<file path="src/rtl/ttc_cmd_decoder.sv">
// TTC command decoder: locks to the GBT link and turns command bytes into registered strobes.
// Optional event counters are built only when TTC_CMD_DECODER_COUNTERS_EN is defined.
module ttc_cmd_decoder #(
   parameter logic [7:0] CMD_L1A      = 8'h01,
   parameter logic [7:0] CMD_BC0      = 8'h02,
   parameter logic [7:0] CMD_RESYNC   = 8'h04,
   parameter logic [7:0] CMD_CALPULSE = 8'h08,
   parameter int         LOCK_CYCLES  = 16,
   parameter int         RESYNC_HOLD  = 8,
   parameter int         L1A_MIN_GAP  = 3
) (
   input  logic        clock,
   input  logic        reset,
   input  logic        link_ready,
   input  logic [7:0]  ttc_cmd,
   output logic        ttc_l1a,
   output logic        ttc_bc0,
   output logic        ttc_resync,
   output logic        ttc_calpulse,
   output logic        cmd_err,
   output logic        l1a_rule_err,
   output logic        locked,
   output logic [15:0] l1a_cnt,
   output logic [15:0] bc0_cnt,
   output logic [15:0] resync_cnt,
   output logic [15:0] err_cnt,
   output logic [1:0]  dbg_state
);

   localparam logic [7:0] LOCK_LAST = 8'(LOCK_CYCLES - 1);
   localparam logic [7:0] HOLD_INIT = 8'(RESYNC_HOLD);
   localparam logic [3:0] GAP_SAT   = 4'(L1A_MIN_GAP);

   typedef enum logic [1:0] {
      ST_UNLOCKED = 2'd0,
      ST_LOCKED   = 2'd1,
      ST_HOLD     = 2'd2
   } state_t;

   state_t     state, state_d;
   logic [7:0] lock_cnt, lock_cnt_d;
   logic [7:0] hold_cnt, hold_cnt_d;
   logic [3:0] gap_cnt, gap_cnt_d;

   logic is_l1a, is_bc0, is_resync, is_cal, is_unknown, l1a_accept;

   // State register
   always_ff @(posedge clock or negedge reset) begin
      if (!reset) begin
         state    <= ST_UNLOCKED;
         lock_cnt <= 8'd0;
         hold_cnt <= 8'd0;
         gap_cnt  <= 4'd0;
      end else begin
         state    <= state_d;
         lock_cnt <= lock_cnt_d;
         hold_cnt <= hold_cnt_d;
         gap_cnt  <= gap_cnt_d;
      end
   end

   // Next-state logic. The gap timer keeps counting in HOLD; only accepted L1As restart it.
   always_comb begin
      state_d    = state;
      lock_cnt_d = lock_cnt;
      hold_cnt_d = hold_cnt;
      gap_cnt_d  = (gap_cnt == GAP_SAT) ? gap_cnt : gap_cnt + 4'd1;
      case (state)
         ST_UNLOCKED: begin
            if (!link_ready) begin
               lock_cnt_d = 8'd0;
            end else if (lock_cnt == LOCK_LAST) begin
               state_d    = ST_LOCKED;
               lock_cnt_d = 8'd0;
               gap_cnt_d  = GAP_SAT;
            end else begin
               lock_cnt_d = lock_cnt + 8'd1;
            end
         end
         ST_LOCKED: begin
            if (!link_ready) begin
               state_d = ST_UNLOCKED;
            end else if (is_resync) begin
               state_d    = ST_HOLD;
               hold_cnt_d = HOLD_INIT;
            end
            if (l1a_accept) gap_cnt_d = 4'd1;
         end
         ST_HOLD: begin
            if (!link_ready) begin
               state_d    = ST_UNLOCKED;
               hold_cnt_d = 8'd0;
            end else if (is_resync) begin
               hold_cnt_d = HOLD_INIT;
            end else if (hold_cnt <= 8'd1) begin
               state_d    = ST_LOCKED;
               hold_cnt_d = 8'd0;
               gap_cnt_d  = GAP_SAT;
            end else begin
               hold_cnt_d = hold_cnt - 8'd1;
            end
         end
         default: begin
            state_d    = ST_UNLOCKED;
            lock_cnt_d = 8'd0;
            hold_cnt_d = 8'd0;
         end
      endcase
   end

   // Output decode: commands are ignored while unlocked or while the link is dropping.
   always_comb begin
      is_l1a     = 1'b0;
      is_bc0     = 1'b0;
      is_resync  = 1'b0;
      is_cal     = 1'b0;
      is_unknown = 1'b0;
      if (state != ST_UNLOCKED && link_ready) begin
         if (ttc_cmd == CMD_L1A)           is_l1a     = 1'b1;
         else if (ttc_cmd == CMD_BC0)      is_bc0     = 1'b1;
         else if (ttc_cmd == CMD_RESYNC)   is_resync  = 1'b1;
         else if (ttc_cmd == CMD_CALPULSE) is_cal     = 1'b1;
         else if (ttc_cmd != 8'h00)        is_unknown = 1'b1;
      end
      l1a_accept = is_l1a && (state == ST_LOCKED) && (gap_cnt == GAP_SAT);
   end

   always_ff @(posedge clock or negedge reset) begin
      if (!reset) begin
         ttc_l1a      <= 1'b0;
         ttc_bc0      <= 1'b0;
         ttc_resync   <= 1'b0;
         ttc_calpulse <= 1'b0;
         cmd_err      <= 1'b0;
         l1a_rule_err <= 1'b0;
      end else begin
         ttc_l1a      <= l1a_accept;
         ttc_bc0      <= is_bc0;
         ttc_resync   <= is_resync;
         ttc_calpulse <= is_cal;
         cmd_err      <= is_unknown;
         l1a_rule_err <= is_l1a && !l1a_accept;
      end
   end

   assign locked    = (state == ST_LOCKED);
   assign dbg_state = state;

`ifdef TTC_CMD_DECODER_COUNTERS_EN
   logic [15:0] l1a_cnt_q, bc0_cnt_q, resync_cnt_q, err_cnt_q;

   function automatic logic [15:0] sat_inc(input logic [15:0] v);
      return (v == 16'hFFFF) ? v : v + 16'd1;
   endfunction

   // Counters follow the emitted strobes; resync clears all but its own count.
   always_ff @(posedge clock or negedge reset) begin
      if (!reset) begin
         l1a_cnt_q    <= 16'd0;
         bc0_cnt_q    <= 16'd0;
         resync_cnt_q <= 16'd0;
         err_cnt_q    <= 16'd0;
      end else if (ttc_resync) begin
         l1a_cnt_q    <= 16'd0;
         bc0_cnt_q    <= 16'd0;
         err_cnt_q    <= 16'd0;
         resync_cnt_q <= sat_inc(resync_cnt_q);
      end else begin
         if (ttc_l1a)                 l1a_cnt_q <= sat_inc(l1a_cnt_q);
         if (ttc_bc0)                 bc0_cnt_q <= sat_inc(bc0_cnt_q);
         if (cmd_err || l1a_rule_err) err_cnt_q <= sat_inc(err_cnt_q);
      end
   end

   assign l1a_cnt    = l1a_cnt_q;
   assign bc0_cnt    = bc0_cnt_q;
   assign resync_cnt = resync_cnt_q;
   assign err_cnt    = err_cnt_q;
`else
   assign l1a_cnt    = 16'h0000;
   assign bc0_cnt    = 16'h0000;
   assign resync_cnt = 16'h0000;
   assign err_cnt    = 16'h0000;
`endif

endmodule
</file>
<file path="config.mk">
export PLATFORM = sky130hd
export DESIGN_NAME = ttc_cmd_decoder
export DESIGN_NICKNAME = d
export VERILOG_FILES = /design/src/rtl/ttc_cmd_decoder.sv
export SDC_FILE = /design/constraint.sdc
export NUM_CORES = 1
export LEC_CHECK = 0
export ABC_CLOCK_PERIOD_IN_PS = 2350
export CORE_UTILIZATION = 44
export DETAILED_ROUTE_END_ITERATION = 6
export HOLD_SLACK_MARGIN = 0.1
export PLACE_DENSITY_LB_ADDON = 0.3
export SYNTH_ARGS = -nofsm -noshare
export SYNTH_HDL_FRONTEND = slang
export SYNTH_SLANG_ARGS = --single-unit
</file>
<file path="constraint.sdc">
create_clock -name clock -period 2.35 [get_ports clock]
set_clock_uncertainty 0.05 [all_clocks]
set_input_delay 0.47 -clock clock [delete_from_list [all_inputs] [get_ports clock]]
set_output_delay 0.47 -clock clock [all_outputs]
set_load 0.1 [all_outputs]
</file>
==> metrics.txt <==
gr usage total 14.9%; dpl hpwl ~2800 um; final hold vios 0; Critical Path Source ttc_cmd[5]; GR Overflow Total 0; clk sinks 28; post-synth top area cell dfrtp_1; cell with the most instances after synthesis buf_4; kind of critical path input port to flip-flop; Initial Util a little under half; CTS buffer count 3; H-tree depth 1; worst-path cell chain clkdlybuf4s50_1, or4_4, nor4b_4, o221ai_2, a21oi_2, mux2_4; Synth Area in Compound Gates 11.6%; Mapped Cells 250; placed cell areas ~2200 um2; Slew Limit Fails 0; hold path depth 2; Clock Path Buffers 2; Core Footprint roughly 4700 um2; Pwr Total 2.11 mW; Yosys cell types 45; RSZ-0062 raised after global routing no; Critical Path Fanout Max 2; switching part of the total power 54.1%; P_leak 1.12 nW; CP max-delay cell or4_4; sequential share of power 27.7%; DRC Markers 0; maximum VDD drop about 770 uV; Power Dens Cells ~900 nW/um2; hold buffers post-CTS 0; placed instance count around 330; simple-gate portion of the synthesized area between 20 and 25%; Final Instance Area around 2300 um2; CP endpoint kind flip-flop; diode count 0; Buffers on Ports 19; adder-cell share of the synthesized area 4.67%; asr flop ratio synth 100%; clock-pin slew on the worst setup and hold paths about 0.1 ns; Final Util just under 50%; Final WS setup ~0.084 ns; area of the mapped netlist between 2000 and 2500 um2; largest net degree at the start of global routing 29; clock power share a little over an eighth; Setup Fix Bufs, Post-CTS 0; initial antenna violation count 0; Non-Filler Instances roughly 330; num ports 84; startpoint types input port; Post-synth EDFFs 0; Die ar. between 5000 and 6000 um2; DR WL/cell around 11 um; FF+latch count, synth 28; Reg-to-Reg End gap_cnt[1]; Final ANT Viol Nets 0; hold_sp lock_cnt[1]; critical path arrival 2.39 ns; DR iter-0 viols between 70 and 80; Critical Path RT around 2.5 ns; Hold Crit Class flip-flop to flip-flop; layout cells sized above 1 between 15 and 20%; placer congestion estimate approximately 0.77; vias in the first global route about 1300; chip height 71.8 um; Clk Latency, worst-skew pair roughly 0.28 ns; Post-synth top flop dfrtp_1; CTS tree yes; Seq/Total Area, Yosys between 30% and 40%; Tcrit/Tclk final between 90 and 100%; mux share of post-synthesis cell area less than 1%; status completed; total number of vias about 1600; R2R Path Start hold_cnt[0]; final setup vio count 0; Tmin final about 2.3 ns; Post-CTS Resized 0; Mean Syn Cell Area ~8.6 um2; Die Wd approximately 72 um; r2r setup slk about 0.23 ns; routed wire length roughly 3700 um; top cell type's share of synthesized area between 30% and 40%; first-pass GRT wire length about 6000 um; Ys Warns 0; number of vias per cell 4.80; synth top area cells dfrtp_1, buf_4, nor2_1; XOR/XNOR share of the synthesized area under 10%; combinational share of power about three fifths; largest family of logic cells by synthesized area buffers and inverters; Cell Int Power between 0.9 and 1 mW; max cap viols 0; nets between 200 and 300; Area Overhead vs Synth 7.53%; total iterations of the first detailed-routing run 4; site row count 25; CP peak stage delay approximately 0.55 ns; Hold Path Sink lock_cnt[1]; R2R cell count 6; clk root buf clkbuf_8; pre-CTS WS -0.225 ns; Synth top cells by count buf_4, dfrtp_1, nor2_1; maximum clock rate between 400 and 500 MHz; sw power around 1.1 mW
[power groups by stage]
stage / Sequential (mW) / Combinational, mW / Clock (mW)
final: 0.585 / 1.24 / 0.284
after global routing: 0.592 / 1.32 / 0.303
after CTS: 0.586 / 1.22 / 0.283
after detailed placement: 0.595 / 1.22 / 0
after global placement: 0.593 / 1.22 / 0
after floorplan: 0.686 / 0.997 / 0
[registers in the layout (all words and copies together), names as in the netlist]
signal and flops:
hold_cnt 8, lock_cnt 8, gap_cnt 4, dbg_state 2, cmd_err 1, l1a_rule_err 1
ttc_bc0 1, ttc_calpulse 1, ttc_l1a 1, ttc_resync 1
[placed cells by master (no fill, tap or decap), types with 7 or more instances in the layout]
master and count:
nand2_1 16, o21ai_0 11, dfrtp_1 26, nor3_1 8, buf_4 20, clkdlybuf4s50_1 10
a21oi_1 12, nor2_1 28, conb_1 64, ha_1 7
[per-layer routing]
layer / vias to the layer above / wire length, um / part of all wire [%] / GRT usage, %
met5: - / 0 / 0 / 0
met4: 0 / 33 / 0.89 / 5.23
met3: 2 / 188 / 5.1 / 1.83
met2: 61 / 1630 / 44 / 23.1
met1: 744 / 1870 / 50 / 21.4
li1: 792 / - / - / -
[worst max-delay path by stage]
stage          cells past startpoint      endpoint
6_report                           6  dbg_state[0]
3_5_place_dp                       6  dbg_state[0]
4_1_cts                            6  dbg_state[0]
2_1_floorplan                      8  dbg_state[0]
3_3_place_gp                       6  dbg_state[0]
5_1_grt                            6  dbg_state[0]
[per-stage QoR]
step / setup TNS, ns / hold WS, ns
2_1_floorplan: 0 / 0.124
3_3_place_gp: -0.786 / 0.476
3_5_place_dp: -1.02 / 0.481
4_1_cts: 0 / 0.504
5_1_grt: 0 / 0.533
6_report: 0 / 0.498
[worst max-delay path: cells and delay by family]
family | cells | cell delay (ns)
buffers and inverters | 1 | 0.39
AO/OA/AOI/OAI | 2 | 0.31
AND/OR/NAND/NOR | 2 | 0.91
multiplexers | 1 | 0.31
[kinds of logic after synthesis]
| family | after synthesis |
|---|---|
| simple gates | 89 |
| mux | 2 |
| buf+inv | 76 |
| flops | 28 |
| fa+ha+maj | 8 |
| xor+xnor | 7 |
| compound gates | 39 |
| other cells | 1 |
[layout make-up]
cell class	instances	area [um2]
Clock buffer	4	45.0
Multi-Input combinational cell	209	1180
Timing Repair Buffer	32	282
Tap cell	54	67.6
Sequential cell	28	708
Fill cell	473	2390
Inverter	6	22.5
No activity file was read; power rests on OpenSTA's default activity.
